`src/rtl/adc_sample_fifo.sv`:
```
// adc_sample_fifo: captures strobed ADC samples into a show-ahead FIFO and
// presents them to the cpu over a valid/ready handshake. Samples that arrive
// while the FIFO is full are dropped and counted.
// Optional block averaging is enabled by defining the macro ADC_AVG_EN.
module adc_sample_fifo #(
   parameter int DWIDTH  = 32,
   parameter int ADCW    = 12,
   parameter int DEPTH   = 8,
   parameter int SIGNED  = 0,
   parameter int AVGLOG2 = 2
) (
   input  logic                     clock,
   input  logic                     reset,
   input  logic                     adc_strobe,
   input  logic [ADCW-1:0]          adc_sample,
   output logic [DWIDTH-1:0]        adcdata,
   output logic                     adc_valid,
   input  logic                     input_ready,
   input  logic                     clr_ovf,
   output logic [$clog2(DEPTH):0]   fill_count,
   output logic                     overflow,
   output logic [15:0]              drop_count
);

   localparam int AW = $clog2(DEPTH);
   localparam int FW = AW + 1;

   // Reject parameter sets the pointer and extension logic cannot support.
   if (ADCW < 1 || ADCW > DWIDTH || DEPTH < 2 || (DEPTH & (DEPTH - 1)) != 0 || AVGLOG2 < 0) begin : g_bad_params
      $error("adc_sample_fifo: illegal parameter combination");
   end

   // Widen a raw sample to the cpu data width with sign or zero fill.
   function automatic logic [DWIDTH-1:0] extend(input logic [ADCW-1:0] s);
      logic [DWIDTH-1:0] r;
      r = DWIDTH'(s);
      for (int i = ADCW; i < DWIDTH; i++) begin
         r[i] = (SIGNED != 0) ? s[ADCW-1] : 1'b0;
      end
      return r;
   endfunction

   logic [ADCW-1:0] mem_r [DEPTH];
   logic [AW-1:0]   wptr_r, rptr_r, rptr_next_s;
   logic [FW-1:0]   fill_next_s, remain_s;
   logic [ADCW-1:0] head_s;
   logic            push_req_s, pop_s, full_s, accept_s, drop_s;
   logic [ADCW-1:0] push_data_s;

`ifdef ADC_AVG_EN
   localparam int ACCW = ADCW + AVGLOG2;
   localparam int CW   = (AVGLOG2 > 0) ? AVGLOG2 : 1;

   logic [ACCW-1:0] acc_r, sum_s, samp_ext_s, shifted_s;
   logic [CW-1:0]   cnt_r;
   logic            last_s;

   // Accumulate the block and form the truncating mean on its last strobe.
   always_comb begin
      samp_ext_s = ACCW'(adc_sample);
      for (int i = ADCW; i < ACCW; i++) begin
         samp_ext_s[i] = (SIGNED != 0) ? adc_sample[ADCW-1] : 1'b0;
      end
      sum_s  = acc_r + samp_ext_s;
      last_s = (cnt_r == CW'((1 << AVGLOG2) - 1));
      if (SIGNED != 0) begin
         shifted_s = ACCW'($signed(sum_s) >>> AVGLOG2);
      end else begin
         shifted_s = sum_s >> AVGLOG2;
      end
   end

   assign push_req_s  = adc_strobe & last_s;
   assign push_data_s = shifted_s[ADCW-1:0];

   // Averaging accumulator and block counter; cleared after each result.
   always_ff @(posedge clock or negedge reset) begin
      if (!reset) begin
         acc_r <= '0;
         cnt_r <= '0;
      end else if (adc_strobe) begin
         if (last_s) begin
            acc_r <= '0;
            cnt_r <= '0;
         end else begin
            acc_r <= sum_s;
            cnt_r <= cnt_r + CW'(1);
         end
      end else begin
         acc_r <= acc_r;
         cnt_r <= cnt_r;
      end
   end
`else
   assign push_req_s  = adc_strobe;
   assign push_data_s = adc_sample;
`endif

   // Handshake decode, occupancy update and the next head-of-FIFO value.
   always_comb begin
      pop_s       = adc_valid & input_ready;
      full_s      = (fill_count == FW'(DEPTH));
      accept_s    = push_req_s & (~full_s | pop_s);
      drop_s      = push_req_s & full_s & ~pop_s;
      fill_next_s = fill_count;
      case ({accept_s, pop_s})
         2'b10:   fill_next_s = fill_count + FW'(1);
         2'b01:   fill_next_s = fill_count - FW'(1);
         default: fill_next_s = fill_count;
      endcase
      if (pop_s) begin
         rptr_next_s = rptr_r + AW'(1);
         remain_s    = fill_count - FW'(1);
      end else begin
         rptr_next_s = rptr_r;
         remain_s    = fill_count;
      end
      // An empty FIFO forwards the incoming sample so latency stays one cycle.
      if (remain_s == FW'(0)) begin
         head_s = push_data_s;
      end else begin
         head_s = mem_r[rptr_next_s];
      end
   end

   // Sample storage; contents are only meaningful between the pointers.
   always_ff @(posedge clock) begin
      if (accept_s) begin
         mem_r[wptr_r] <= push_data_s;
      end
   end

   // Pointers, occupancy and the registered show-ahead output.
   always_ff @(posedge clock or negedge reset) begin
      if (!reset) begin
         wptr_r     <= '0;
         rptr_r     <= '0;
         fill_count <= '0;
         adc_valid  <= 1'b0;
         adcdata    <= '0;
      end else begin
         if (accept_s) begin
            wptr_r <= wptr_r + AW'(1);
         end else begin
            wptr_r <= wptr_r;
         end
         rptr_r     <= rptr_next_s;
         fill_count <= fill_next_s;
         adc_valid  <= (fill_next_s != FW'(0));
         if (fill_next_s != FW'(0)) begin
            adcdata <= extend(head_s);
         end else begin
            adcdata <= adcdata;
         end
      end
   end

   // Sticky overflow flag and saturating drop counter; a drop beats clr_ovf.
   always_ff @(posedge clock or negedge reset) begin
      if (!reset) begin
         overflow   <= 1'b0;
         drop_count <= 16'h0000;
      end else if (drop_s) begin
         overflow <= 1'b1;
         if (clr_ovf) begin
            drop_count <= 16'h0001;
         end else if (drop_count != 16'hFFFF) begin
            drop_count <= drop_count + 16'h0001;
         end else begin
            drop_count <= drop_count;
         end
      end else if (clr_ovf) begin
         overflow   <= 1'b0;
         drop_count <= 16'h0000;
      end else begin
         overflow   <= overflow;
         drop_count <= drop_count;
      end
   end

endmodule

```
`config.mk`:
```
export PLATFORM = sky130hd
export DESIGN_NAME = adc_sample_fifo
export DESIGN_NICKNAME = d
export VERILOG_FILES = /design/src/rtl/adc_sample_fifo.sv
export SDC_FILE = /design/constraint.sdc
export NUM_CORES = 1
export LEC_CHECK = 0
export ABC_AREA = 1
export ABC_CLOCK_PERIOD_IN_PS = 2700
export CAP_MARGIN = 20
export CORE_AREA = 2 2 87 152
export CTS_CLUSTER_DIAMETER = 80
export CTS_CLUSTER_SIZE = 24
export DETAILED_ROUTE_END_ITERATION = 7
export DIE_AREA = 0 0 89 154
export GPL_TIMING_DRIVEN = 0
export MAX_ROUTING_LAYER = met4
export PLACE_DENSITY = 0.87
export SLEW_MARGIN = 20
export SYNTH_ARGS = -nofsm -noshare
export SYNTH_HDL_FRONTEND = slang
export SYNTH_SLANG_ARGS = --single-unit
export TNS_END_PERCENT = 50
```
`constraint.sdc`:
```
create_clock -name clock -period 2.7 [get_ports clock]
set_input_delay 0.54 -clock clock [delete_from_list [all_inputs] [get_ports clock]]
set_output_delay 0.54 -clock clock [all_outputs]
set_load 0.02 [all_outputs]
```
==> metrics.md, run 1 <==
| Metric | Value |
|---|---|
| Post-Syn Area | `0.00672 mm^2` |
| Startpoint of the worst setup timing path | `fill_count[0]` |
| RR Startpoint | `fill_count[0]` |
| Power Dens Cells | `1060 mW/mm^2` |
| Primary FF master, synth | `sky130_fd_sc_hd__edfxtp_1` |
| Slew Viols, Final | `0` |
| Actual transition at the worst max-transition pin | `1.05 ns` |
| WL per Instance | `16.2 um` |
| Maximum vdd drop | `roughly 0.65 mV` |
| Cells on worst reg2reg path | `16` |
| Clock skew | `0.00700 ns` |
| Worst Setup Start Kind | `flip-flop` |
| Shortest period the worst path allows | `about 2.6 ns` |
| Clock Root Buffer | `sky130_fd_sc_hd__clkbuf_16` |
| Worst r2r dst | `adcdata[9]` |
| Area of all placed cells without fillers | `roughly 0.0081 mm^2` |
| Sequential element share of the synthesized area | `57.8%` |
| DP HPWL | `11.1 mm` |
| Via count | `5,528` |
| Total GRT Usage | `26.3%` |
| Start point of the worst hold path | `overflow` |
| Pint | `5200 uW` |
| Critical path capture point | `adcdata[9]` |
| Clock transition at the registers of the reported paths | `0.05 ns` |
| Antenna violations before repair | `0` |
| Buffers from clock root to sink, at most | `2` |
| Routed WL | `16.7 mm` |
| Maximum fanout encountered on the critical timing path | `10` |
| Net Sw Frac | `around two fifths` |
| Mean Syn Cell Area | `8.85 um^2` |
| Via count of the first global-routing pass | `5,490` |
| TritonCTS clock tree | `built` |
| I/O Pins | `71` |
| Core area | `about 0.012 mm^2` |
| Power share of the clock group | `24.5%` |
| Global placement routability congestion | `between 0.9 and 1` |
| Sort of element at the end of the critical path | `flip-flop` |
| Kind of critical path | `flip-flop to flip-flop` |
| Number of synthesized register bits | `136` |
| Final Hold Vio Count | `0` |
| Cell variety after synth | `33` |
| Number of rows created at floorplan | `54` |
| Global-route wire length before repair | `26.2 mm` |
| Area growth from synthesis to layout | `20.8%` |
| Starting utilization of the core area | `a little over half` |
| TritonCTS sink count | `between 100 and 150` |
| # H-tree levels | `4` |
| Highest Clock Rate | `392 MHz` |
| Area post-placement | `around 0.0075 mm^2` |
| Starting DRC count in detailed routing | `515` |
| Fraction of registers with async set or reset after synthesis | `between 20% and 30%` |
| Full die area | `0.0137 mm^2` |
| Routed Antenna Nets | `0` |
| Detailed Routing Iterations Pass 1 | `6` |
| Die span in y | `154 um` |
| Count of max-cap constraint violations | `0` |
| Final #Nets | `878` |
| Share of cells above drive strength 1 | `10.4%` |
| Portion of total power attributed to sequential cells | `approximately 33%` |
| Number of failing setup endpoints in the final timing report | `0` |
| Crit share post-route | `94.5%` |
| Final global-route overflow total | `0` |
| Width of the die | `89 um` |
| Largest net degree at the start of global routing | `31` |
| Clock latency reported for the late side of the worst-skew pair | `0.42 ns` |
| Static leakage | `0.00370 uW` |
| Min-delay worst type | `flip-flop to flip-flop` |
| Setup_tns | `0 ns` |
| Data required time of the critical path | `3.05 ns` |
| Synthesized netlist cell count | `760` |
| Diode count | `0` |
| Data arrival time at the worst-slack endpoint | `slightly below 3 ns` |
| Headroom to the max-slew limit | `about 30%` |
| Status | `completed` |
| Number of buffers inserted during clock tree synthesis | `17` |
| Via-to-Cell Ratio | `between 5 and 6` |
| Net Sw Power | `3390 uW` |
| DRC | `0` |
| Comb power frac | `42.3%` |
| R2R setup slack | `0.15 ns` |
| IO buf count | `50` |
| Number of enable flip-flop cells after synthesis | `96` |
| Warnings, synthesis | `0` |
## metrics by stage
step,hold slack [ns],util [%],power [uW],setup slack (ns),cells
after global routing,0.527,65.4,9080,-0.0391,1033
after CTS,0.494,65.0,8480,0.0243,1030
after detailed placement,0.429,60.5,6320,-0.733,998
after floorplan,0.244,-,5170,0.103,779
final,0.487,65.4,8590,0.149,1033
after global placement,0.471,60.4,6200,-0.713,997
## worst min path at each step
stage | endpoint | slack, ns | cells after the start
finish | overflow | 0.49 | 2
global route | overflow | 0.53 | 2
CTS | overflow | 0.49 | 2
detailed placement | adcdata[2] | 0.43 | 1
global placement | overflow | 0.47 | 2
floorplan | adc_valid | 0.24 | 0
## layout make-up
type | instances | area [um^2]
Inverter | 118 | 445
Multi-Input combinational cell | 481 | 2210
Sequential cell | 136 | 3890
Buffer | 44 | 297
Fill cell | 984 | 4310
Timing Repair Buffer | 55 | 547
Tap cell | 168 | 210
Clock buffer | 25 | 475
Clock inverter | 6 | 51.3
## timing repair
item / 4_1_cts / 5_1_grt
pin swaps: 0 / 2
endpoints found under the setup margin: 73 / 13
hold buffers: 1 / 0
hold endpoints to repair: 10 / 0
resized for setup: 10 / 9
setup buffers: 0 / 3
## flip-flops by register name, summed over array words and instances (netlist names)
signal,count
mem_r,96
drop_count,16
adcdata,12
fill_count,4
rptr_r,3
wptr_r,3
adc_valid,1
overflow,1
## metal layers
layer,track usage (%),routed length (um),vias up
met5,-,0,-
met1,27.1,5780,2526
li1,-,-,2590
met3,5.05,1140,96
met2,43.8,8580,316
met4,18.1,1250,0
## kinds of logic (layout without fill, tap and decap cells)
kind of cell	after synthesis	count (layout)	synth area share [%]
xor gates and xnor gates	3	3	0.391
AOI/OAI and AO/OA	27	27	2.21
and+or+nand+nor	423	423	27.2
buffers and inverters	162	248	10.8
adders and majority gates	8	8	1.49
other	1	20	0.0558
DFF	136	136	57.8
## cell usage in the layout, fill, tap and decap left out, types with 11 or more instances in the layout
cell type	n
sky130_fd_sc_hd__buf_4	26
sky130_fd_sc_hd__clkbuf_16	17
sky130_fd_sc_hd__conb_1	20
sky130_fd_sc_hd__clkdlybuf4s50_1	48
sky130_fd_sc_hd__nand3b_1	12
sky130_fd_sc_hd__edfxtp_1	96
sky130_fd_sc_hd__nand3_1	98
sky130_fd_sc_hd__nand2_1	197
sky130_fd_sc_hd__nand4_1	13
sky130_fd_sc_hd__nor2_1	78
sky130_fd_sc_hd__buf_2	13
sky130_fd_sc_hd__inv_1	114
sky130_fd_sc_hd__clkbuf_1	11
sky130_fd_sc_hd__dfrtp_1	37
sky130_fd_sc_hd__o21ai_0	12
## power groups by stage
stage	combinational, uW	clock, uW	sequential [uW]
CTS	3510	2110	2860
global route	3990	2200	2890
floorplan	2160	0	3010
global placement	3320	0	2880
detailed placement	3430	0	2900
finish	3630	2100	2850
## cells in the mapped netlist, types with 4 or more instances
master                     instances  area (um^2)
sky130_fd_sc_hd__nor2_1           85          319
sky130_fd_sc_hd__nand3b_1         12         90.1
sky130_fd_sc_hd__nor3_1            6         30.0
sky130_fd_sc_hd__nand3_1          98          490
sky130_fd_sc_hd__dfrtp_1          40         1000
sky130_fd_sc_hd__nand2_1         198          743
sky130_fd_sc_hd__o21ai_0          13         65.1
sky130_fd_sc_hd__edfxtp_1         96         2880
sky130_fd_sc_hd__buf_2            14         70.1
sky130_fd_sc_hd__ha_1              8          100
sky130_fd_sc_hd__o21ai_1           4         20.0
sky130_fd_sc_hd__a21oi_1           4         20.0
sky130_fd_sc_hd__inv_1           116          435
sky130_fd_sc_hd__buf_4            23          173
sky130_fd_sc_hd__nand4_1          13         81.3
sky130_fd_sc_hd__clkbuf_1          5         18.8
## critical path, cell delays in order, from the launching register on
cell	delay (ns)
sky130_fd_sc_hd__dfrtp_2	0.38
sky130_fd_sc_hd__inv_2	0.06
sky130_fd_sc_hd__ha_1	0.20
sky130_fd_sc_hd__nand3_1	0.11
sky130_fd_sc_hd__nor2_2	0.07
sky130_fd_sc_hd__nor2_4	0.13
sky130_fd_sc_hd__inv_1	0.10
sky130_fd_sc_hd__ha_1	0.26
sky130_fd_sc_hd__or2_0	0.23
sky130_fd_sc_hd__a21boi_1	0.17
sky130_fd_sc_hd__nand2_1	0.09
sky130_fd_sc_hd__nor2_1	0.13
sky130_fd_sc_hd__nand2_2	0.14
sky130_fd_sc_hd__buf_6	0.18
sky130_fd_sc_hd__nand2_1	0.05
sky130_fd_sc_hd__nor2_1	0.06
sky130_fd_sc_hd__nor2_1	0.10
Power figures use the tool's default switching activity.
==> run 2: changes to the inputs <==
--- a/config.mk
+++ b/config.mk
@@ -7,15 +7,17 @@
 export LEC_CHECK = 0
 export ABC_AREA = 1
 export ABC_CLOCK_PERIOD_IN_PS = 2700
-export CAP_MARGIN = 20
-export CORE_AREA = 2 2 87 152
+export CAP_MARGIN = 0
+export CELL_PAD_IN_SITES_DETAIL_PLACEMENT = 0
+export CELL_PAD_IN_SITES_GLOBAL_PLACEMENT = 1
+export CORE_AREA = 2 2 98 171
 export CTS_CLUSTER_DIAMETER = 80
 export CTS_CLUSTER_SIZE = 24
 export DETAILED_ROUTE_END_ITERATION = 7
-export DIE_AREA = 0 0 89 154
+export DIE_AREA = 0 0 100 173
 export GPL_TIMING_DRIVEN = 0
 export MAX_ROUTING_LAYER = met4
-export PLACE_DENSITY = 0.87
+export PLACE_DENSITY = 0.89
 export SLEW_MARGIN = 20
 export SYNTH_ARGS = -nofsm -noshare
 export SYNTH_HDL_FRONTEND = slang
==> run 2 against run 1 <==
Effect of this change:
- count of clock-buffer cells in the layout fell by 3
- global-route usage fell by 5.5 points
- non-clock buffer count fell by 1
- final cell count up 2.0%
- fmax rose by 3.0%
- clock skew increased by 0.00054 ns
- register-to-register slack better by 0.07 ns
- design area increased by 1.7%
==> metrics.md, run 2 (synthesized netlist as in run 1, its figures left out) <==
| Metric | Value |
|---|---|
| Share of cells above drive strength 1 | `11.2% (was 10.4%)` |
| DRC | `0 (unchanged)` |
| Status | `completed (unchanged)` |
| Highest Clock Rate | `404 MHz (was 392 MHz)` |
| Die span in y | `173 um (was 154 um)` |
| Actual transition at the worst max-transition pin | `1.04 ns (was 1.05 ns)` |
| Largest net degree at the start of global routing | `29 (was 31)` |
| Area growth from synthesis to layout | `22.9% (was 20.8%)` |
| Post-place setup slack | `-0.842 ns (was -0.733 ns)` |
| Static leakage | `0.00375 uW (was 0.00370 uW)` |
| Shortest period the worst path allows | `2.48 ns (was 2.55 ns)` |
| Diode count | `0 (unchanged)` |
| Full die area | `0.0173 mm^2 (was 0.0137 mm^2)` |
| WL per Instance | `15.8 um (was 16.2 um)` |
| Clock transition at the registers of the reported paths | `0.05 ns (about the same)` |
| Final worst slack | `0.223 ns (was 0.149 ns)` |
| TritonCTS sink count | `136 (unchanged)` |
| Headroom to the max-slew limit | `30.3% (was 29.9%)` |
| Via-to-Cell Ratio | `4.95 (was 5.35)` |
| Sort of element at the end of the critical path | `flip-flop (unchanged)` |
| Buffers from clock root to sink, at most | `2 (unchanged)` |
| Detailed Routing Iterations Pass 1 | `5 (was 6)` |
| Routed Antenna Nets | `0 (unchanged)` |
| Number of failing setup endpoints in the final timing report | `0 (unchanged)` |
| CP max stage delay | `0.65 ns (was 0.38 ns)` |
| DP HPWL | `11.7 mm (was 11.1 mm)` |
| Slew Viols, Final | `0 (unchanged)` |
| # H-tree levels | `4 (unchanged)` |
| Count of max-cap constraint violations | `0 (unchanged)` |
| Clock latency reported for the late side of the worst-skew pair | `0.42 ns (about the same)` |
| Filler cells | `1,499 (was 984)` |
| Data required time of the critical path | `2.74 ns (was 3.05 ns)` |
| Maximum vdd drop | `0.624 mV (was 0.654 mV)` |
| List of cells traversed by the critical path | `nand2_4, inv_4, nor2_4, nor2_4, inv_1, or2_2, nor2_2 (was inv_2, ha_1, nand3_1, nor2_2, nor2_4, inv_1, ha_1, or2_0, a21boi_1, nand2_1, nor2_1, nand2_2, buf_6, nand2_1, nor2_1, nor2_1)` |
| Most flop-heavy register | `mem_r (unchanged)` |
| Core area | `0.0159 mm^2 (was 0.0124 mm^2)` |
| Cells on worst reg2reg path | `7 (was 16)` |
| Tightest hold margin | `0.0223 ns (was 0.487 ns)` |
| Antenna violations before repair | `0 (unchanged)` |
| Commonest non-fill, non-tap cell in the layout | `sky130_fd_sc_hd__nand2_1 (unchanged)` |
| Final #Nets | `877 (was 878)` |
| Clock Root Buffer | `sky130_fd_sc_hd__clkbuf_16 (unchanged)` |
| Global-route wire length before repair | `26.5 mm (was 26.2 mm)` |
| Final global-route overflow total | `0 (unchanged)` |
| Routed WL | `16.6 mm (was 16.7 mm)` |
| Cell total after placement | `1,019 (was 998)` |
| Leading cell types in the layout, fill and taps excluded | `197 x sky130_fd_sc_hd__nand2_1, 114 x sky130_fd_sc_hd__inv_1, 98 x sky130_fd_sc_hd__nand3_1, 96 x sky130_fd_sc_hd__edfxtp_1, 78 x sky130_fd_sc_hd__nor2_1 (unchanged)` |
| Power Dens Cells | `1080 mW/mm^2 (was 1060 mW/mm^2)` |
| IO buf count | `50 (unchanged)` |
| Kind of critical path | `flip-flop to flip-flop (unchanged)` |
| Buf+Inv Stages, Crit Path | `2 (was 3)` |
| Registers with the most flip-flops | `mem_r x96, drop_count x16, adcdata x12 (unchanged)` |
| TritonCTS clock tree | `built (unchanged)` |
| Max reg flops | `96 (unchanged)` |
| Layout Cells excl Fill | `1,054 (was 1,033)` |
| Number of hold buffers added after cts | `0 (was 1)` |
| Total GRT Usage | `20.9% (was 26.3%)` |
| Crit share post-route | `91.7% (was 94.5%)` |
| I/O Pins | `71 (unchanged)` |
| Worst Setup Start Kind | `flip-flop (unchanged)` |
| Instance count on the critical path | `7 (was 16)` |
| Starting DRC count in detailed routing | `346 (was 515)` |
| Min-delay worst type | `primary input to async pin (was flip-flop to flip-flop)` |
| Clock skew | `0.00754 ns (was 0.00700 ns)` |
| Number of buffers inserted during clock tree synthesis | `17 (unchanged)` |
| Width of the die | `100 um (was 89 um)` |
| Share of the core filled with cells in the final layout | `52.1% (was 65.4%)` |
| Number of rows created at floorplan | `61 (was 54)` |
| Setup_tns | `0 ns (unchanged)` |
| Data arrival time at the worst-slack endpoint | `2.51 ns (was 2.90 ns)` |
| Via count of the first global-routing pass | `5,194 (was 5,490)` |
| Via count | `5,218 (was 5,528)` |
| Global placement routability congestion | `0.922 (was 0.945)` |
| Maximum fanout encountered on the critical timing path | `12 (was 10)` |
| Cell repeated most along the worst path | `sky130_fd_sc_hd__nor2_4 (was sky130_fd_sc_hd__nor2_1)` |
| Starting utilization of the core area | `42.4% (was 54.1%)` |
| Critical path's slowest cell | `sky130_fd_sc_hd__nor2_2 (was sky130_fd_sc_hd__dfrtp_2)` |
| Final Hold Vio Count | `0 (unchanged)` |
| Worst path top cell family by delay | `simple AND/OR/NAND/NOR gates (unchanged)` |
[run 2: changes by cell type in the layout (fill, tap and decap cells not counted), sizes merged]
cell | previous run | this run
clkbuf | 30 | 27
bufinv | 1 | 5
dlygate4sd3 | 1 | 0
[run 2: metal layers]
layer  routed length, um  vias to the layer above  GRT usage (%)
met4                 695                        0           9.65
met2                9200                      143           37.5
met1                6120                     2447           21.2
li1                    -                     2586              -
met3                 625                       42           4.49
met5                   0                        -              -
[run 2: path summary, 6_finish.rpt]
path                       startpoint       endpoint  slack [ns]
max                         adc_valid    mem_r[2][9]        0.22
min                             reset     adcdata[2]        0.02
max reg2reg                 adc_valid    mem_r[2][9]        0.22
min reg2reg                  overflow       overflow        0.49
max in group asynchronous       reset  fill_count[1]        2.18
min in group clock           overflow       overflow        0.49
[run 2: cell type report]
cell class                 instances  area (um^2)  share of cell area (%)
tap                              189          236                    2.86
clock inverter                    10          174                    2.10
timing repair buffer              54          537                    6.49
multi-input combinational        481         2230                    27.0
buffer                            44          289                    3.50
sequential                       136         3890                    47.0
inverter                         118          445                    5.39
clock buffer                      22          464                    5.62
[run 2: metrics by stage]
step                      total power, uW  instance area [um^2]
after detailed placement             6370                  7560
final                                8930                  8270
after CTS                            8940                  8220
after global placement               6300                  7530
after floorplan                      5170                  6800
after global routing                 9530                  8270
[run 2: power breakdown]
group	total (uW)	internal, uW	switching [uW]
logic	3580	1230	2350
registers	2840	2670	168
clock network	2520	1680	839
[run 2: timing repair]
item,CTS,global route
endpoints found under the setup margin,61,35
buffers inserted,0,3
gates resized for setup,11,5
==> run 3: changes to the inputs <==
--- a/config.mk
+++ b/config.mk
@@ -10,11 +10,11 @@
 export CAP_MARGIN = 0
 export CELL_PAD_IN_SITES_DETAIL_PLACEMENT = 0
 export CELL_PAD_IN_SITES_GLOBAL_PLACEMENT = 1
-export CORE_AREA = 2 2 98 171
+export CORE_AREA = 5 5 101 174
 export CTS_CLUSTER_DIAMETER = 80
 export CTS_CLUSTER_SIZE = 24
 export DETAILED_ROUTE_END_ITERATION = 7
-export DIE_AREA = 0 0 100 173
+export DIE_AREA = 0 0 106 179
 export GPL_TIMING_DRIVEN = 0
 export MAX_ROUTING_LAYER = met4
 export PLACE_DENSITY = 0.89
==> run 3 against run 2 <==
Effect of this change:
- die area up 9.7%
- critical path type unchanged
- via count up 0.61%
- count of clock-buffer cells in the layout down 1
- sequential cell count unchanged
- clock skew about the same
- highest routed layer unchanged
- combinational power about the same
- largest cell class unchanged
- hold slack about the same
==> metrics.md, run 3 (synthesized netlist as in run 1, its figures left out) <==
| Metric | Value |
|---|---|
| Actual transition at the worst max-transition pin | `1.04 ns (about the same)` |
| Comb power frac | `41.0% (was 40.0%)` |
| Data required time of the critical path | `3.05 ns (was 2.74 ns)` |
| Width of the die | `106 um (was 100 um)` |
| Core area | `0.0159 mm^2 (unchanged)` |
| Global-route wire length before repair | `26.5 mm (about the same)` |
| Diode count | `0 (unchanged)` |
| Filler cells | `1,499 (unchanged)` |
| Detailed Routing Iterations Pass 1 | `6 (was 5)` |
| Net Sw Power | `3420 uW (was 3360 uW)` |
| IO buf count | `50 (unchanged)` |
| Clock skew | `0.00765 ns (was 0.00754 ns)` |
| CP max stage delay | `0.40 ns (was 0.65 ns)` |
| Area growth from synthesis to layout | `22.6% (was 22.9%)` |
| Pint | `5400 uW (was 5570 uW)` |
| Global placement routability congestion | `0.891 (was 0.922)` |
| Registers with the most flip-flops | `mem_r x96, drop_count x16, adcdata x12 (unchanged)` |
| WL per Instance | `15.9 um (was 15.8 um)` |
| Via count | `5,250 (was 5,218)` |
| List of cells traversed by the critical path | `inv_1, ha_1, nand3_1, nor2_4, nor2_4, ha_1, or2_0, a21boi_1, nand2_1, nor2_2, nand2_2, buf_4, nand2_1, nor2_1, nor2_1 (was nand2_4, inv_4, nor2_4, nor2_4, inv_1, or2_2, nor2_2)` |
| TritonCTS sink count | `136 (unchanged)` |
| Highest Clock Rate | `406 MHz (was 404 MHz)` |
| Worst Setup Start Kind | `flip-flop (unchanged)` |
| Via-to-Cell Ratio | `4.98 (was 4.95)` |
| TritonCTS clock tree | `built (unchanged)` |
| Routed WL | `16.8 mm (was 16.6 mm)` |
| RR Startpoint | `fill_count[0] (was adc_valid)` |
| Starting utilization of the core area | `42.4% (unchanged)` |
| Via count of the first global-routing pass | `5,238 (was 5,194)` |
| Number of rows created at floorplan | `61 (unchanged)` |
| Share of cells above drive strength 1 | `11.5% (was 11.2%)` |
| Count of max-cap constraint violations | `0 (unchanged)` |
| Number of hold buffers added after cts | `0 (unchanged)` |
| Largest net degree at the start of global routing | `28 (was 29)` |
| Buffers from clock root to sink, at most | `2 (unchanged)` |
| Total GRT Usage | `19.0% (was 20.9%)` |
| Antenna violations before repair | `0 (unchanged)` |
| Full die area | `0.0190 mm^2 (was 0.0173 mm^2)` |
| Clock latency reported for the late side of the worst-skew pair | `0.42 ns (about the same)` |
| Headroom to the max-slew limit | `30.3% (unchanged)` |
| I/O Pins | `71 (unchanged)` |
| Share of the core filled with cells in the final layout | `51.9% (was 52.1%)` |
| Shortest period the worst path allows | `2.46 ns (was 2.48 ns)` |
| Final Hold Vio Count | `0 (unchanged)` |
| Data arrival time at the worst-slack endpoint | `2.81 ns (was 2.51 ns)` |
| Number of failing setup endpoints in the final timing report | `0 (unchanged)` |
| Footprint of the multi-input gates | `0.00223 mm^2 (about the same)` |
| DP HPWL | `11.8 mm (was 11.7 mm)` |
| Clock transition at the registers of the reported paths | `0.06 ns (was 0.05 ns)` |
| Power share of the clock group | `26.9% (was 28.2%)` |
| Maximum fanout encountered on the critical timing path | `10 (was 12)` |
| Min-delay worst type | `primary input to async pin (unchanged)` |
| Most flop-heavy register | `mem_r (unchanged)` |
| Crit share post-route | `91.2% (was 91.7%)` |
| Final #Nets | `878 (was 877)` |
| Static leakage | `0.00374 uW (was 0.00375 uW)` |
| Status | `completed (unchanged)` |
| # H-tree levels | `4 (unchanged)` |
| Starting DRC count in detailed routing | `265 (was 346)` |
| Slew Viols, Final | `0 (unchanged)` |
| DRC | `0 (unchanged)` |
| Leading cell types in the layout, fill and taps excluded | `197 x sky130_fd_sc_hd__nand2_1, 115 x sky130_fd_sc_hd__inv_1, 98 x sky130_fd_sc_hd__nand3_1, 96 x sky130_fd_sc_hd__edfxtp_1, 77 x sky130_fd_sc_hd__nor2_1 (was 197 x sky130_fd_sc_hd__nand2_1, 114 x sky130_fd_sc_hd__inv_1, 98 x sky130_fd_sc_hd__nand3_1, 96 x sky130_fd_sc_hd__edfxtp_1, 78 x sky130_fd_sc_hd__nor2_1)` |
| Kind of critical path | `flip-flop to flip-flop (unchanged)` |
| Setup repair after global routing missed its margin | `false` |
| Max reg flops | `96 (unchanged)` |
| Die span in y | `179 um (was 173 um)` |
| Commonest non-fill, non-tap cell in the layout | `sky130_fd_sc_hd__nand2_1 (unchanged)` |
| Final global-route overflow total | `0 (unchanged)` |
| Tightest hold margin | `0.0225 ns (was 0.0223 ns)` |
| Startpoint of the worst setup timing path | `fill_count[0] (was adc_valid)` |
| Sort of element at the end of the critical path | `flip-flop (unchanged)` |
| Routed Antenna Nets | `0 (unchanged)` |
| Net Sw Frac | `38.8% (was 37.6%)` |
| Power Dens Cells | `1070 mW/mm^2 (was 1080 mW/mm^2)` |
| Maximum vdd drop | `0.516 mV (was 0.624 mV)` |
| Clock Root Buffer | `sky130_fd_sc_hd__clkbuf_16 (unchanged)` |
| Portion of total power attributed to sequential cells | `32.1% (was 31.8%)` |
| Area of all sequential standard cells | `0.00389 mm^2 (unchanged)` |
| Number of buffers inserted during clock tree synthesis | `17 (unchanged)` |
| Critical path's slowest cell | `sky130_fd_sc_hd__dfrtp_2 (was sky130_fd_sc_hd__nor2_2)` |
[run 3: timing repair]
| item | CTS | global route |
|---|---|---|
| resized for setup | 10 | 4 |
| setup endpoints to repair | 49 | 13 |
| pin swaps | 0 | 1 |
| setup buffers | 0 | 4 |
[run 3: worst paths after layout]
| kind | to | slack [ns] | cells past startpoint |
|---|---|---|---|
| setup / recovery | adcdata[10] | 0.24 | 15 |
| hold / removal | adcdata[11] | 0.02 | 1 |
| setup reg to reg | adcdata[10] | 0.24 | 15 |
| hold reg to reg | overflow | 0.50 | 2 |
| max in group asynchronous | fill_count[1] | 2.19 | 2 |
| min in group clock | overflow | 0.50 | 2 |
[run 3: metrics by stage]
stage                     cell area [um^2]  total power, uW  setup TNS [ns]  setup WS, ns  cells
after floorplan                       6800             5170               0         0.103    779
after global placement                7530             6310          -65.16        -0.809   1018
after detailed placement              7550             6370          -56.82        -0.736   1019
after CTS                             8180             8770           -3.99        -0.144   1051
after global routing                  8240             9400               0        0.0320   1055
final                                 8240             8820               0         0.238   1055
[run 3: routing by layer]
layer	vias up	share of wire [%]	track usage, %	routed length [um]
met5	-	0	-	0
met4	0	5.0	10.6	839
li1	2592	-	-	-
met3	51	4.0	3.53	680
met1	2460	36	18.6	6040
met2	147	55	34.9	9250
[run 3: cell type report]
| class | count | area share (%) |
|---|---|---|
| sequential | 136 | 47.1 |
| inverter | 118 | 5.40 |
| clock buffer | 21 | 5.98 |
| timing repair buffer | 55 | 6.60 |
| buffer | 44 | 3.51 |
| tap | 189 | 2.87 |
| clock inverter | 11 | 1.43 |
| multi-input combinational | 481 | 27.1 |
[run 3: power by group through the flow]
stage | clock, uW | combinational, uW | sequential [uW]
after floorplan | 0 | 2160 | 3010
after global placement | 0 | 3430 | 2880
after detailed placement | 0 | 3480 | 2890
after CTS | 2380 | 3530 | 2860
after global routing | 2480 | 4040 | 2880
final | 2370 | 3610 | 2830
[run 3: critical path: cells and delay by family (launching register included)]
kind / cells / cell delay (ns)
compound gates: 1 / 0.17
fa+ha+maj: 2 / 0.42
buf+inv: 2 / 0.33
flops: 1 / 0.40
simple gates: 10 / 1.06
